## src/rtl/hazard_ctrl.sv

```systemverilog
// ============================================================================
// Module   : hazard_ctrl
// Function : Hazard/forwarding control, syscall-halt FSM and perf counters for
//            the 5-stage MIPS pipeline.
// Revision : 1.0  initial release
// ============================================================================
`default_nettype none

module hazard_ctrl #(
    parameter int ENABLE_FWD = 1,
    parameter int COUNT_W    = 32
) (
    input  logic               clk,
    input  logic               clr,
    input  logic [4:0]         ID_rs,
    input  logic [4:0]         ID_rt,
    input  logic               ID_R1_used,
    input  logic               ID_R2_used,
    input  logic [4:0]         EX_Write_Reg,
    input  logic               EX_Regwrite,
    input  logic               EX_Memtoreg,
    input  logic [4:0]         MEM_Write_Reg,
    input  logic               MEM_Regwrite,
    input  logic               EX_taken,
    input  logic               EX_Syscall,
    input  logic               EX_halt,
    input  logic               go,
    output logic               PC_Enable,
    output logic               IF_ID_Enable,
    output logic               IF_ID_clr,
    output logic               ID_EX_Enable,
    output logic               ID_EX_clr,
    output logic [1:0]         conflict_A,
    output logic [1:0]         conflict_B,
    output logic               halted,
    output logic [COUNT_W-1:0] cycle_count,
    output logic [COUNT_W-1:0] stall_count,
    output logic [COUNT_W-1:0] flush_count
);

    typedef enum logic [0:0] {
        ST_RUN  = 1'b0,
        ST_HALT = 1'b1
    } state_t;

    state_t             state_q;
    logic               go_q;
    logic [COUNT_W-1:0] cycle_count_q;
    logic [COUNT_W-1:0] stall_count_q;
    logic [COUNT_W-1:0] flush_count_q;

    logic       w_rs_ex;
    logic       w_rs_mem;
    logic       w_rt_ex;
    logic       w_rt_mem;
    logic       w_stall;
    logic       w_sys_halt;
    logic       w_go_rise;
    logic [1:0] w_fwd_a;
    logic [1:0] w_fwd_b;

    assign w_rs_ex  = ID_R1_used & EX_Regwrite  & (EX_Write_Reg  == ID_rs) & (ID_rs != 5'd0);
    assign w_rs_mem = ID_R1_used & MEM_Regwrite & (MEM_Write_Reg == ID_rs) & (ID_rs != 5'd0);
    assign w_rt_ex  = ID_R2_used & EX_Regwrite  & (EX_Write_Reg  == ID_rt) & (ID_rt != 5'd0);
    assign w_rt_mem = ID_R2_used & MEM_Regwrite & (MEM_Write_Reg == ID_rt) & (ID_rt != 5'd0);

    assign w_sys_halt = EX_Syscall & EX_halt;
    assign w_go_rise  = go & ~go_q;

    // Without forwarding every RAW dependence must wait for writeback.
    generate
        if (ENABLE_FWD != 0) begin : g_fwd
            assign w_stall = EX_Memtoreg & (w_rs_ex | w_rt_ex);
            assign w_fwd_a = w_rs_ex ? 2'd1 : (w_rs_mem ? 2'd2 : 2'd0);
            assign w_fwd_b = w_rt_ex ? 2'd1 : (w_rt_mem ? 2'd2 : 2'd0);
        end else begin : g_nofwd
            assign w_stall = w_rs_ex | w_rs_mem | w_rt_ex | w_rt_mem | (EX_Memtoreg & 1'b0);
            assign w_fwd_a = 2'd0;
            assign w_fwd_b = 2'd0;
        end
    endgenerate

    always_comb begin
        PC_Enable    = 1'b1;
        IF_ID_Enable = 1'b1;
        IF_ID_clr    = 1'b0;
        ID_EX_Enable = 1'b1;
        ID_EX_clr    = 1'b0;
        conflict_A   = 2'd0;
        conflict_B   = 2'd0;
        halted       = 1'b0;
        if (clr) begin
            PC_Enable    = 1'b0;
            IF_ID_Enable = 1'b0;
            IF_ID_clr    = 1'b1;
            ID_EX_clr    = 1'b1;
        end else if (state_q == ST_HALT) begin
            PC_Enable    = 1'b0;
            IF_ID_Enable = 1'b0;
            ID_EX_Enable = 1'b0;
            halted       = 1'b1;
        end else if (EX_taken) begin
            IF_ID_clr    = 1'b1;
            ID_EX_clr    = 1'b1;
        end else if (w_sys_halt || w_stall) begin
            PC_Enable    = 1'b0;
            IF_ID_Enable = 1'b0;
            ID_EX_clr    = 1'b1;
        end else begin
            conflict_A   = w_fwd_a;
            conflict_B   = w_fwd_b;
        end
    end

    always_ff @(posedge clk) begin
        if (clr) begin
            state_q       <= ST_RUN;
            go_q          <= 1'b0;
            cycle_count_q <= '0;
            stall_count_q <= '0;
            flush_count_q <= '0;
        end else begin
            go_q <= go;
            if (state_q == ST_RUN) begin
                cycle_count_q <= cycle_count_q + COUNT_W'(1);
                if (EX_taken) begin
                    flush_count_q <= flush_count_q + COUNT_W'(1);
                end else if (w_sys_halt) begin
                    state_q <= ST_HALT;
                end else if (w_stall) begin
                    stall_count_q <= stall_count_q + COUNT_W'(1);
                end
            end else if (w_go_rise) begin
                state_q <= ST_RUN;
            end
        end
    end

    assign cycle_count = cycle_count_q;
    assign stall_count = stall_count_q;
    assign flush_count = flush_count_q;

endmodule

`default_nettype wire

```

## config.mk

```make
export PLATFORM = sky130hd
export DESIGN_NAME = hazard_ctrl
export DESIGN_NICKNAME = d
export VERILOG_FILES = /design/src/rtl/hazard_ctrl.sv
export SDC_FILE = /design/constraint.sdc
export NUM_CORES = 1
export LEC_CHECK = 0
export CORE_MARGIN = 8
export CORE_UTILIZATION = 46
export CTS_BUF_LIST = sky130_fd_sc_hd__clkbuf_8
export DETAILED_ROUTE_END_ITERATION = 8
export PLACE_DENSITY = 0.78
export SLEW_MARGIN = 30
export SYNTH_ARGS = -nofsm -noshare
export SYNTH_HDL_FRONTEND = slang
export SYNTH_SLANG_ARGS = --single-unit
export TNS_END_PERCENT = 5
```

## constraint.sdc

```tcl
create_clock -name clk -period 1.75 [get_ports clk]
set_input_delay 0.175 -clock clk [delete_from_list [all_inputs] [get_ports clk]]
set_output_delay 0.175 -clock clk [all_outputs]
set_load 0.01 [all_outputs]
```

==> results of run 1 <==
critical path: cells and delay by family:
family | cells | cell delay (ps)
AND/OR/NAND/NOR | 2 | 750
buffers and inverters | 2 | 290
AO/OA/AOI/OAI | 3 | 580
report_power, final:
| part | internal, mW | total (mW) | switching [mW] |
|---|---|---|---|
| registers | 2.25 | 2.26 | 0.0159 |
| clock network | 0.776 | 1.58 | 0.806 |
| logic | 0.215 | 0.439 | 0.224 |
through the flow:
step | area (um2) | setup slack (ps)
4_1_cts | 7830 | -314
2_1_floorplan | 5360 | -231
5_1_grt | 8120 | -290
6_report | 8120 | -237
3_5_place_dp | 7530 | -1010
3_3_place_gp | 7530 | -961
worst max path at each step:
| stage | start | to | cells after the start | slack [ps] |
|---|---|---|---|---|
| floorplan | ID_rs[0] | PC_Enable | 7 | -230 |
| global placement | ID_rs[0] | PC_Enable | 7 | -960 |
| detailed placement | ID_rs[0] | PC_Enable | 7 | -1010 |
| CTS | ID_rs[0] | PC_Enable | 7 | -310 |
| global route | ID_rs[1] | PC_Enable | 7 | -290 |
| finish | ID_rs[1] | PC_Enable | 7 | -240 |
routing by layer:
metal	global-route usage, %	vias up
met1	24.1	2663
met3	4.22	31
met2	37.0	172
met5	0	-
met4	8.40	0
li1	-	2613
logic make-up (layout without fill, tap and decap cells):
family | Yosys count | in the layout | synth area share [%]
flip-flops | 98 | 98 | 36.6
XOR/XNOR | 74 | 74 | 12.1
buffers and inverters | 47 | 277 | 4.53
AO/OA/AOI/OAI | 56 | 56 | 7.85
AND/OR/NAND/NOR | 309 | 309 | 31.1
adder cells (fa/ha/maj) | 3 | 3 | 0.701
multiplexers | 34 | 34 | 7.08
layout by cell type (no fill, tap or decap), types with 14 or more instances in the layout:
cell,n
clkdlybuf4s50_1,109
nor2_1,102
buf_4,102
dfxtp_1,92
xnor2_1,47
nand4_1,32
nor2b_1,32
nand2_1,29
xor2_1,25
nand3_1,25
mux2_1,22
a21oi_2,16
inv_1,14
flip-flops by register name (all words and copies together), names as in the netlist:
register / count
cycle_count: 32
flush_count: 32
go_q: 1
stall_count: 32
state_q: 1
cells in the mapped netlist, drive strengths merged, types with 9 or more instances:
cell type / n
nor2: 102
dfxtp: 98
xnor2: 47
nand4: 33
nor2b: 33
nand2: 32
mux2: 31
a21oi: 28
nand3: 28
xor2: 27
clkbuf: 21
nor4: 20
nor3: 15
inv: 14
buf: 12
and4: 11
a211oi: 10
and3: 10
or3: 10
o21ai: 9
timing repair:
item | 4_1_cts | 5_1_grt
gates resized for setup | 94 | 56
buffers inserted | 1 | 4
pin swaps | 18 | 18
hold buffers | 0 | 0
setup endpoints to repair | 53 | 62
final cells by class:
class | instances | area share [%]
multi-input cells | 476 | 42.9
repair buffers | 248 | 27.4
flip-flops and latches | 98 | 24.3
well taps | 143 | 2.20
clock buffers | 12 | 2.03
inverters | 14 | 0.647
clock inverters | 3 | 0.570
==> impl_metrics.tcl, run 1 <==
set metrics [dict create \
    hold_violations 0 \
    grt_setup_unrepaired "yes" \
    r2r-end "stall_count[29]" \
    grt_max_degree 75 \
    violations "negative setup slack" \
    gr-total-overflow 0 \
    syn_avg_cell_area_um2 8.63 \
    synthesis.area_um2 5360 \
    total_power_mw 4.28 \
    dp_cells 974 \
    r2r_cells 5 \
    wl_met2_mm 8.72 \
    powerDensity_nw_per_um2 528 \
    core_area_um2 11400 \
    whs_endpoint "go_q" \
    min_path_cells 2 \
    crit_chain "buf_6 -> or4_4 -> o21ai_4 -> nand4b_4 -> a21oi_4 -> a2111oi_4 -> buf_2" \
    die_w_um 124 \
    ir_drop_mv 0.449 \
    tightestPinTransition_ps 746 \
    cts_root_buf "clkbuf_8" \
    area.sequential_um2 1970 \
    synth_seq_cells 98 \
    clock-sinks 98 \
    async_flop_share_pct 0 \
    synth_cells 621 \
    hp-class "in -> reg" \
    max_freq_ghz 0.503 \
    wirelength_mm 17.0 \
    maxUsedRoutingLayer "met4" \
    drt-met1-wl_mm 6.94 \
    clkTransAtPathRegs_ps 90 \
    synth_edf_count 0 \
    cts_max_level 3 \
    critPathMaxFanout 3 \
    firstDrtPassIters 6 \
    grt_pass1_vias 5399 \
    slew_headroom_pct 50.3 \
    drc_errors 0 \
    fillers 866 \
    grt_pass1_wl_mm 25.8 \
    grt_usage_pct 20.8 \
    place.gp.congestion 0.887 \
    cts_tree "done" \
    clock-skew-final_ps 12.6 \
    reg2reg_slack_ps -140 \
    drt_iter0_drc 433 \
    synth_top_area_share_pct 36.6 \
    r2r-start "stall_count[4]" \
    finalNonFillerCells 994 \
    antenna_cells 0 \
    route.met3.wl_um 995 \
    area_delta_synth_final_pct 51.6 \
    synth_area_leaders "dfxtp_1, xnor2_1, nor2_1, mux2_1, xor2_1" \
    fin_setup_tns_ps -3000 \
    wl_per_cell_um 17.1 \
    final_util_pct 71.4 \
    fin_crit_sh_pct 114 \
    p_leak_nw 3.08 \
    hold_slack_ps 384 \
    clockBufferDepth 2 \
    min_period_ps 1990 \
    max_cap_violations 0 \
    drive_gt1_share_pct 26.7 \
    die_h_um 124 \
    antenna_left 0 \
    cts_made_buffers 9 \
    clock_latency_ps 380 \
    syn_nets 655 \
    crit_required_ps 1570 \
    synth_ff_type "dfxtp_1" \
    max_stage_delay_ps 550 \
    synth_area_leader_cell "dfxtp_1" \
    setup_ws_ps -237 \
    startpoint_type "input pin" \
    pin_count 137 \
    critical_path_class "in -> out" \
    crit_path_top_delay_cell "or4_4" \
    status "finished with violations" \
    ys_warn_count 0 \
    setup_viol 29 \
    cp-end-kind "primary output" \
    hp-start "go" \
    multi_input_area_um2 3480 \
    nNetsFinal 881 \
    initial_core_util_pct 47.1 \
    ys_seq_area_share_pct 36.6 \
    die-area_um2 15400 \
    antenna_found_initial 0 \
    hpwl_mm 12.1 \
    viasPerCell 5.51 \
    io_buffers 136 \
    rows 39 \
    ys_types 49 \
    critical_path_arrival_ps 1810 \
    slew_viol_final 0 \
    vias 5479 \
]
No activity file was read; power rests on OpenSTA's default activity.
==> run 2: changes to the inputs <==
--- a/config.mk
+++ b/config.mk
@@ -5,8 +5,10 @@
 export SDC_FILE = /design/constraint.sdc
 export NUM_CORES = 1
 export LEC_CHECK = 0
+export CELL_PAD_IN_SITES_DETAIL_PLACEMENT = 2
+export CELL_PAD_IN_SITES_GLOBAL_PLACEMENT = 2
 export CORE_MARGIN = 8
-export CORE_UTILIZATION = 46
+export CORE_UTILIZATION = 27
 export CTS_BUF_LIST = sky130_fd_sc_hd__clkbuf_8
 export DETAILED_ROUTE_END_ITERATION = 8
 export PLACE_DENSITY = 0.78
@@ -14,4 +16,4 @@
 export SYNTH_ARGS = -nofsm -noshare
 export SYNTH_HDL_FRONTEND = slang
 export SYNTH_SLANG_ARGS = --single-unit
-export TNS_END_PERCENT = 5
+export TNS_END_PERCENT = 100
==> run 2 against run 1 <==
- routed wire length is 60% higher
- flip-flop and latch count unchanged
- global-route usage fell by 1.9 points
- worst hold slack lost 79 ps
- register-to-register slack lost 70 ps
- the run still ends with negative setup slack left
- cell count is 17% higher
- clock skew grew 15 ps
- via count is 7.2% higher
- clock-buffer cell count is 3 lower
==> impl_metrics.tcl, run 2 (synthesis results as in run 1) <==
set metrics [dict create \
    most-common-layout-cells "buf_4, clkdlybuf4s50_1, nor2_1" \
    antenna_cells 0 \
    wl_per_cell_um 23.6 \
    clkTransAtPathRegs_ps 120 \
    cts_max_level 3 \
    die_w_um 157 \
    fin_setup_tns_ps -7610 \
    grt_max_degree 39 \
    drt_iter0_drc 186 \
    hold_slack_ps 305 \
    max_freq_ghz 0.494 \
    clock-sinks 98 \
    viasPerCell 5.07 \
    firstDrtPassIters 4 \
    min_period_ps 2020 \
    powerDensity_nw_per_um2 478 \
    cp_top_family "simple AND/OR/NAND/NOR gates" \
    hold_violations 0 \
    crit_required_ps 1570 \
    grt_usage_pct 18.9 \
    critical_path_arrival_ps 1850 \
    antenna_left 0 \
    gr-total-overflow 0 \
    initial_core_util_pct 27.5 \
    cts_root_buf "clkbuf_8" \
    total_power_mw 4.42 \
    grt_pass1_wl_mm 36.7 \
    fin_crit_sh_pct 116 \
    multi_input_area_um2 4030 \
    drc_errors 0 \
    status "finished with violations" \
    crit_chain "buf_8 -> or4_4 -> o21ai_4 -> nand4b_4 -> a21oi_4 -> a2111oi_4 -> buf_2" \
    slew_headroom_pct 70.7 \
    rows 51 \
    postCtsHoldBufs 0 \
    wirelength_mm 27.3 \
    setup_ws_ps -274 \
    clock_latency_ps 430 \
    antenna_found_initial 1 \
    slew_viol_final 0 \
    violations "negative setup slack" \
    area.sequential_um2 1980 \
    fillers 2038 \
    clock-skew-final_ps 27.4 \
    critical_path_class "in -> out" \
    setup_viol 77 \
    vias 5876 \
    drive_gt1_share_pct 38.0 \
    placed_area_um2 7810 \
    ir_drop_mv 0.348 \
    die-area_um2 24600 \
    cp-end-kind "primary output" \
    nNetsFinal 923 \
    core_area_um2 19500 \
    die_h_um 157 \
    layout_commonest_cell "buf_4" \
    final_util_pct 47.5 \
    cts_tree "done" \
    crit_buf_inv 2 \
    clockBufferDepth 2 \
    place.gp.congestion 0.854 \
    tightestPinTransition_ps 439 \
    hpwl_mm 16.6 \
    area_delta_synth_final_pct 72.6 \
    io_buffers 136 \
    cts_made_buffers 9 \
    fin_area_um2 9240 \
    hp-class "in -> reg" \
    startpoint_type "input pin" \
    max_stage_delay_ps 540 \
    grt_pass1_vias 6554 \
    crit_path_top_delay_cell "or4_4" \
    pin_count 137 \
    critPathMaxFanout 2 \
    p_leak_nw 3.63 \
    max_cap_violations 0 \
    grt_setup_unrepaired "yes" \
]
-- run 2: tightest hold or removal path: stages --
cell and delay, ps:
buf_4 180, buf_4 220, nor2_1 110
-- run 2: area by class of cell --
type	instances	share of cell area, %
repair buffers	290	28.7
inverters	14	0.569
clock buffers	9	1.34
well taps	265	3.59
flip-flops and latches	98	21.4
clock inverters	7	0.826
multi-input cells	476	43.6
-- run 2: stage by stage --
step / cells / setup slack [ps]
2_1_floorplan: 621 / -220
3_3_place_gp: 1109 / -969
3_5_place_dp: 1109 / -1060
4_1_cts: 1138 / -332
5_1_grt: 1159 / -330
6_report: 1159 / -274
-- run 2: where the power goes --
group	switching (mW)	leakage, nW	total (mW)	internal, mW
clock network	1.03	0.103	1.60	0.570
registers	0.0166	0.797	2.26	2.25
logic	0.290	2.73	0.551	0.261
total	1.34	3.63	4.42	3.08
-- run 2: final timing paths --
path              cells past startpoint  slack [ps]     start              end
hold reg to reg                       2         460      go_q          state_q
hold / removal                        3         300       clr   cycle_count[5]
setup / recovery                      7        -270  ID_rt[1]     IF_ID_Enable
setup reg to reg                      7        -210   state_q  flush_count[25]
-- run 2: per-layer routing --
layer / track usage, % / wire (um) / vias to the layer above
met4: 5.68 / 588 / 2
li1: - / - / 2684
met3: 3.97 / 1180 / 47
met2: 37.1 / 15100 / 130
met5: 0 / 13 / -
met1: 19.6 / 10400 / 3013
-- run 2: repair_timing --
action / 4_1_cts / 5_1_grt
pin swaps: 27 / 60
buffers inserted: 13 / 18
gates cloned: 0 / 4
gates resized for setup: 160 / 122
setup endpoints to repair: 67 / 70
